$ cat config.mk
export PLATFORM = sky130hd
export DESIGN_NAME = seq_multiplier
export DESIGN_NICKNAME = d
export VERILOG_FILES = /design/src/rtl/softmax_pkg.sv /design/src/rtl/fxp_round_sat.sv /design/src/rtl/seq_multiplier.sv
export SDC_FILE = /design/constraint.sdc
export NUM_CORES = 1
export LEC_CHECK = 0
export CAP_MARGIN = 20
export CORE_UTILIZATION = 45
export DETAILED_ROUTE_END_ITERATION = 8
export HOLD_SLACK_MARGIN = 0.05
export PLACE_DENSITY = 0.71
export REMOVE_ABC_BUFFERS = 1
export SETUP_SLACK_MARGIN = 0.2
export SYNTH_ARGS = -nofsm -noshare
export SYNTH_HDL_FRONTEND = slang
export SYNTH_SLANG_ARGS = --single-unit
$ cat constraint.sdc
create_clock -name clk -period 10.2 [get_ports clk]
set_input_delay 3.06 -clock clk [delete_from_list [all_inputs] [get_ports clk]]
set_output_delay 3.06 -clock clk [all_outputs]
set_load 0.02 [all_outputs]
$ cat src/rtl/softmax_pkg.sv
// Shared types and fixed-point helpers for the softmax datapath arithmetic units.
package softmax_pkg;

  typedef enum logic [1:0] {
    IDLE,
    CALC,
    DONE
  } mult_state_t;

  // Working width of the rounding helper; callers must keep IN_WIDTH < FXP_MAX_W.
  localparam int FXP_MAX_W = 256;

  typedef struct packed {
    logic [FXP_MAX_W-1:0] value;
    logic                 sat;
  } fxp_rs_t;

  // Round half up, drop frac_bits, then clamp to out_width unsigned bits.
  function automatic fxp_rs_t fxp_round_sat_f(input logic [FXP_MAX_W-1:0] value,
                                              input int out_width,
                                              input int frac_bits);
    logic [FXP_MAX_W-1:0] half;
    logic [FXP_MAX_W-1:0] rounded;
    logic [FXP_MAX_W-1:0] limit;
    fxp_rs_t              res;
    half    = (frac_bits > 0) ? (FXP_MAX_W'(1) << (frac_bits - 1)) : '0;
    rounded = (value + half) >> frac_bits;
    limit   = (FXP_MAX_W'(1) << out_width) - FXP_MAX_W'(1);
    if (rounded > limit) begin
      res.value = limit;
      res.sat   = 1'b1;
    end else begin
      res.value = rounded;
      res.sat   = 1'b0;
    end
    return res;
  endfunction

endpackage

$ cat src/rtl/fxp_round_sat.sv
// Combinational round-half-up and saturate of a wide unsigned fixed-point value.
module fxp_round_sat
  import softmax_pkg::*;
#(
  parameter int IN_WIDTH  = 64,
  parameter int OUT_WIDTH = 32,
  parameter int FRAC_BITS = 16
) (
  input  logic [IN_WIDTH-1:0]  product,
  output logic [OUT_WIDTH-1:0] result,
  output logic                 sat
);

  fxp_rs_t rs;
  logic    unused_hi;

  assign rs        = fxp_round_sat_f(FXP_MAX_W'(product), OUT_WIDTH, FRAC_BITS);
  assign result    = rs.value[OUT_WIDTH-1:0];
  assign sat       = rs.sat;
  assign unused_hi = ^rs.value[FXP_MAX_W-1:OUT_WIDTH];

endmodule

$ cat src/rtl/seq_multiplier.sv
// Radix-2 shift-add unsigned multiplier: one adder, DATA_WIDTH iterations per product.
module seq_multiplier
  import softmax_pkg::*;
#(
  parameter int DATA_WIDTH = 32,
  parameter int FRAC_BITS  = 16
) (
  input  logic                    clk,
  input  logic                    rst_n,
  input  logic                    start,
  input  logic [DATA_WIDTH-1:0]   multiplicand,
  input  logic [DATA_WIDTH-1:0]   multiplier,
  output logic [2*DATA_WIDTH-1:0] product,
  output logic [DATA_WIDTH-1:0]   result,
  output logic                    sat,
  output logic                    busy,
  output logic                    done
);

  localparam int CNT_W = $clog2(DATA_WIDTH + 1);

  mult_state_t           state;
  logic [DATA_WIDTH-1:0] mcand_reg;
  logic [DATA_WIDTH:0]   mplr_reg;
  logic [DATA_WIDTH:0]   acc;
  logic [CNT_W-1:0]      count;

  logic [DATA_WIDTH:0]   sum;
  logic [2*DATA_WIDTH:0] shifted;
  logic [DATA_WIDTH:0]   acc_next;
  logic [DATA_WIDTH:0]   mplr_next;
  logic                  unused_mplr_msb;

  // The acc/mplr pair acts as one shift register: the low sum bit moves into
  // the multiplier half as its consumed LSB drops out.
  always_comb begin
    sum       = acc + (mplr_reg[0] ? {1'b0, mcand_reg} : '0);
    shifted   = {sum, mplr_reg[DATA_WIDTH-1:0]} >> 1;
    acc_next  = shifted[2*DATA_WIDTH:DATA_WIDTH];
    mplr_next = {1'b0, shifted[DATA_WIDTH-1:0]};
  end

  assign unused_mplr_msb = mplr_reg[DATA_WIDTH];

  // NOTE: sequential state uses non-blocking assignments so every register
  // samples pre-edge values regardless of statement order.
  always_ff @(posedge clk) begin
    if (!rst_n) begin
      state     <= IDLE;
      mcand_reg <= '0;
      mplr_reg  <= '0;
      acc       <= '0;
      count     <= '0;
      product   <= '0;
    end else begin
      case (state)
        IDLE: begin
          if (start) begin
            mcand_reg <= multiplicand;
            mplr_reg  <= {1'b0, multiplier};
            acc       <= '0;
            count     <= CNT_W'(DATA_WIDTH);
            state     <= CALC;
          end
        end
        CALC: begin
          acc      <= acc_next;
          mplr_reg <= mplr_next;
          count    <= count - CNT_W'(1);
          if (count == CNT_W'(1)) begin
            product <= {acc_next[DATA_WIDTH-1:0], mplr_next[DATA_WIDTH-1:0]};
            state   <= DONE;
          end
        end
        DONE:    state <= IDLE;
        default: state <= IDLE;
      endcase
    end
  end

  assign busy = (state != IDLE);
  assign done = (state == DONE);

  fxp_round_sat #(
    .IN_WIDTH (2 * DATA_WIDTH),
    .OUT_WIDTH(DATA_WIDTH),
    .FRAC_BITS(FRAC_BITS)
  ) u_round_sat (
    .product(product),
    .result (result),
    .sat    (sat)
  );

endmodule

* Word level (Yosys, flattened, before mapping) *
Cells that the tools add are included.

storage, ports and cells
  bits in registers = 169
  output and inout port bits = 99

cells by class
  $add $sub $neg = 3
  order comparisons = 1
  equality and inequality tests = 5
  mux-type cells = 11
  reductions and logical operators = 7

operators by type and width
  cell                    number
  $mux 33                 2
  $pmux 33 s2             1
  $add 64x16->65 const B  1
  $mux 32                 2
  $pmux 32 s2             1
  $gt 49x32->1 const B    1
  $add 33x32->33          1
  $pmux 6 s2              1
  $reduce_and 2->1        4
  $eq 6x1->1 const B      1
  $mux 6                  1
  $sub 6x1->6 const B     1
  $mux 2                  2
  $ne 2x2->1 const B      2
  $pmux 2 s2              1
  $reduce_bool 2->1       2
  $eq 2x1->1 const B      1
  $eq 2x2->1 const B      1
  $logic_not 2->1         1

* Depth between registers and ports, before layout *
  word-level depth = 3
  mapped depth = 12
  depth with buffers taken out = 11

* By module *
Synthesis repeated with hierarchy kept, for this count alone.

second synthesis, totals
  cell total of the unflattened synthesis = 1230
  area total of the unflattened synthesis = 9290.2 um2

modules (own cells, without submodules)
  module          times used  cells an instance  area each (um2)
  seq_multiplier  1           1020               7992.7
  fxp_round_sat   1           210                1297.5

* Worst setup path before layout *
OpenSTA, ideal clock, no wires.

  path kind = reg-to-output
  from = register product[30]
  to = output result[10]
  arrival = 2.602 ns
  data required time = 7.140 ns
  path slack = 4.538 ns
  stages on the path, launching flop included = 11
  path buffers = 2
  path through = dfxtp_1 and4_1 buf_6 nand4_4 or2_4 or4_1 o31ai_1 nand4_1 nor2_2 buf_6 nand2_1

on the way
  word-level cells in the longest chain between the ends = 3

ends and longest elaborated chain
  element                 line                  text
  start, declared         seq_multiplier.sv:13  output logic [2*DATA_WIDTH-1:0] product,
  start signal, assigned  seq_multiplier.sv:71  product <= {acc_next[DATA_WIDTH-1:0], mplr_next[DATA_WIDTH-1:0]};
  $add 64x16->65          softmax_pkg.sv:27     rounded = (value + half) >> frac_bits;
  $gt 49x32->1            softmax_pkg.sv:29     if (rounded > limit) begin
  $mux 33                 softmax_pkg.sv:29
  end, declared           seq_multiplier.sv:14  output logic [DATA_WIDTH-1:0] result,

No other way between the ends.

* Worst setup path after layout *
  from = register product[17]
  to = output result[2]

on the way
  word-level cells in the longest chain between the ends = 3

ends and longest elaborated chain
  element             line
  $add 64x16->65 (*)  softmax_pkg.sv:27
  $gt 49x32->1        softmax_pkg.sv:29
  $mux 33 (*)         softmax_pkg.sv:29

Every way passes the cells marked *; elsewhere a longest branch is shown, timed or not.

==> reports/results.ini <==
[die]
start_util = 0.458
dieArea_mm2 = 0.0212
core-area_mm2 = 0.0202
ioPinCount = 166
die_w_um = 146
placementRows = 52
die_h_um = 146

[worst_setup_path]
r2r-end = acc[29]
r2r_start = mplr_reg[0]
cp-startpoint = product[17]
crit_buf_inv = 2
cp.required_ns = 7.14
max_stage_delay_ns = 0.57
arrival_ns = 4.32
critPathLaunchType = register
cp-end-kind = output port
cp_slowest_cell = clkdlybuf4s50_1
critPathTopFamily = simple AND/OR/NAND/NOR gates
critPathKind = reg2out
crit_chain = and4_1 -> nor2b_1 -> nand3_1 -> or4_1 -> o31ai_1 -> nand4_1 -> nor2_2 -> buf_4 -> o21ai_0 -> clkdlybuf4s50_1
cp_max_fo = 21
r2r_slack_ns = 6.13
reg2reg_depth = 11

[cts]
cts.repair.resized = 0
path_clk_slew_ns = 0.07
cts_max_level = 4
cts_buffer_depth = 2
cts_tree = built
cts_hold_buf = 0
cts-root-buf = clkbuf_16
post_cts_buffers = 0
numClockSinks = 168
numCtsBuffers = 17
clock_latency_ns = 0.44

[cells_and_area]
fillCellCount = 1945
multi_input_area_mm2 = 0.00547
ff_latch_area_mm2 = 0.00336
layout-drive-gt1-share = 0.0489
final_nets = 1439
regMostFlops = product
largest_reg_flops = 64
finalCoreUtilization = 0.572
antenna_cells = 0
syn_to_final_growth_pct = 24.9
final_cells = 1619

[global_routing]
grt_usage = 0.265
grt_pass1_wl_mm = 45.2
grt_pass1_vias = 8499
grt-ovfl-total = 0
grt_max_degree = 80
grt_antenna_before_repair = 1

[min_path]
hold_start = mcand_reg[7]
hold_path_end = mcand_reg[7]
whs_path_depth = 2
hp-class = reg2reg

[sta]
timing.final.ws_setup_ns = 2.82
hold_viol_final = 0
tns_ns = 0
maxSlewViolCount = 0
fin_worst_skew_ns = 0.0116
rsz0062_at_grt = no
setup_viol = 0
worst_slew_pin_slew_ns = 1.00
fmax_mhz = 136
min_period_ns = 7.38
maxSlewHeadroom = 0.332
fin_crit_sh = 0.723

[pwr]
power.density_mw_per_mm2 = 134
vdd_drop_max_mv = 0.104
p_leak_nw = 4.46
p_total_mw = 1.55

[route]
drtIter0Drc = 734
vias_per_cell = 5.65
drt.antenna.violating_nets = 0
drc_errors = 0
wirelength_mm = 27.7
post_drt_wl_per_cell_um = 17.1
dr_total_vias = 9155
detail_route.first_pass.iterations = 5

[synth]
synth_top_area_share = 0.363
synth_compound_area_frac = 0.217
synthAdderAreaFrac = 0.0494
synth_cell_types = 69
synth_top_family_by_area = simple AND/OR/NAND/NOR gates
yosysSeqAreaShare = 0.363
yosys-top-cells-area = dfxtp_1 (36%), nand2_1 (11%), a21oi_1 (8.7%), ha_1 (4.7%), nand3_1 (3.2%)
yosys.area_share.simple = 0.263
synth_edf_count = 0
ys_ff_latch = 168
yosys.cell_count.top_type = nand2_1
synthFlopType = dfxtp_1
netlist_instances = 1228
yosys_warnings = 0
yosys-top-cells-count = nand2_1 (282), dfxtp_1 (168), a21oi_1 (162)
syn_area_mm2 = 0.00927
async_reset_ff_frac = 0
synth.avg_cell_area_um2 = 7.55
synthMuxAreaShare = 0.00351
synth_xor_area_frac = 0.0548
synth_top_area_cell = dfxtp_1

[place]
hpwl_mm = 19.2
dp_slack_ns = 3.29
place_inst = 1587
port-buffer-count = 165
place.gp.congestion = 0.918

[flow_run]
maxCapViolations = 0

[outcome]
outcome = completed

where the power goes:
group          total (mW)  switching [mW]  internal, mW
sequential          0.696          0.0177         0.678
combinational       0.193           0.113        0.0799
clock               0.666           0.314         0.352
total                1.55           0.444          1.11
per-stage QoR:
step | instance area, um^2 | hold slack, ns
6_report | 11600 | 0.451
5_1_grt | 11600 | 0.468
4_1_cts | 11600 | 0.453
3_5_place_dp | 11000 | 0.442
3_3_place_gp | 11000 | 0.437
2_1_floorplan | 8900 | 0.432
cell families after synthesis:
group                    Yosys count
AND/OR/NAND/NOR                  525
AO/OA/AOI/OAI                    330
flip-flops                       168
buffers and inverters            108
XOR/XNOR                          58
adder cells (fa/ha/maj)           36
multiplexers                       3
final cells by class:
| class | instances | share of cell area |
|---|---|---|
| sequential | 168 | 0.291 |
| multi-input combinational | 952 | 0.472 |
| clock buffer | 17 | 0.0367 |
| clock inverter | 15 | 0.0149 |
| timing repair buffer | 175 | 0.149 |
| tap | 270 | 0.0292 |
| inverter | 22 | 0.00735 |
layout by cell type (no fill, tap or decap), types with 17 or more instances in the layout:
cell type,netlist,final
nand3_1,60,60
and2_1,40,38
ha_1,35,35
a21oi_1,162,162
dfxtp_1,168,168
nor2_1,46,45
nand4_1,19,19
nand2_1,282,281
clkbuf_16,0,17
clkdlybuf4s50_1,0,165
a22oi_1,33,33
o21ai_0,40,40
inv_1,21,20
xnor2_1,33,33
xor2_1,25,25
worst max-delay path by stage:
stage               depth (start not counted)        end
floorplan                                   3    acc[23]
global placement                           11  result[2]
detailed placement                         11  result[2]
CTS                                        10  result[2]
global route                               10  result[2]
finish                                     10  result[2]
per-layer routing:
layer,global-route usage,wire length [um],vias up
met2,0.419,12800,289
met1,0.360,12700,4292
li1,-,-,4534
met3,0.0520,1600,38
met4,0.0926,601,2
met5,0,13,-
worst min-delay path, cell delays in order (launching register included):
cell	delay (ns)
dfxtp_1	0.31
nand2_1	0.05
a21oi_1	0.05
Power figures use the tool's default switching activity.
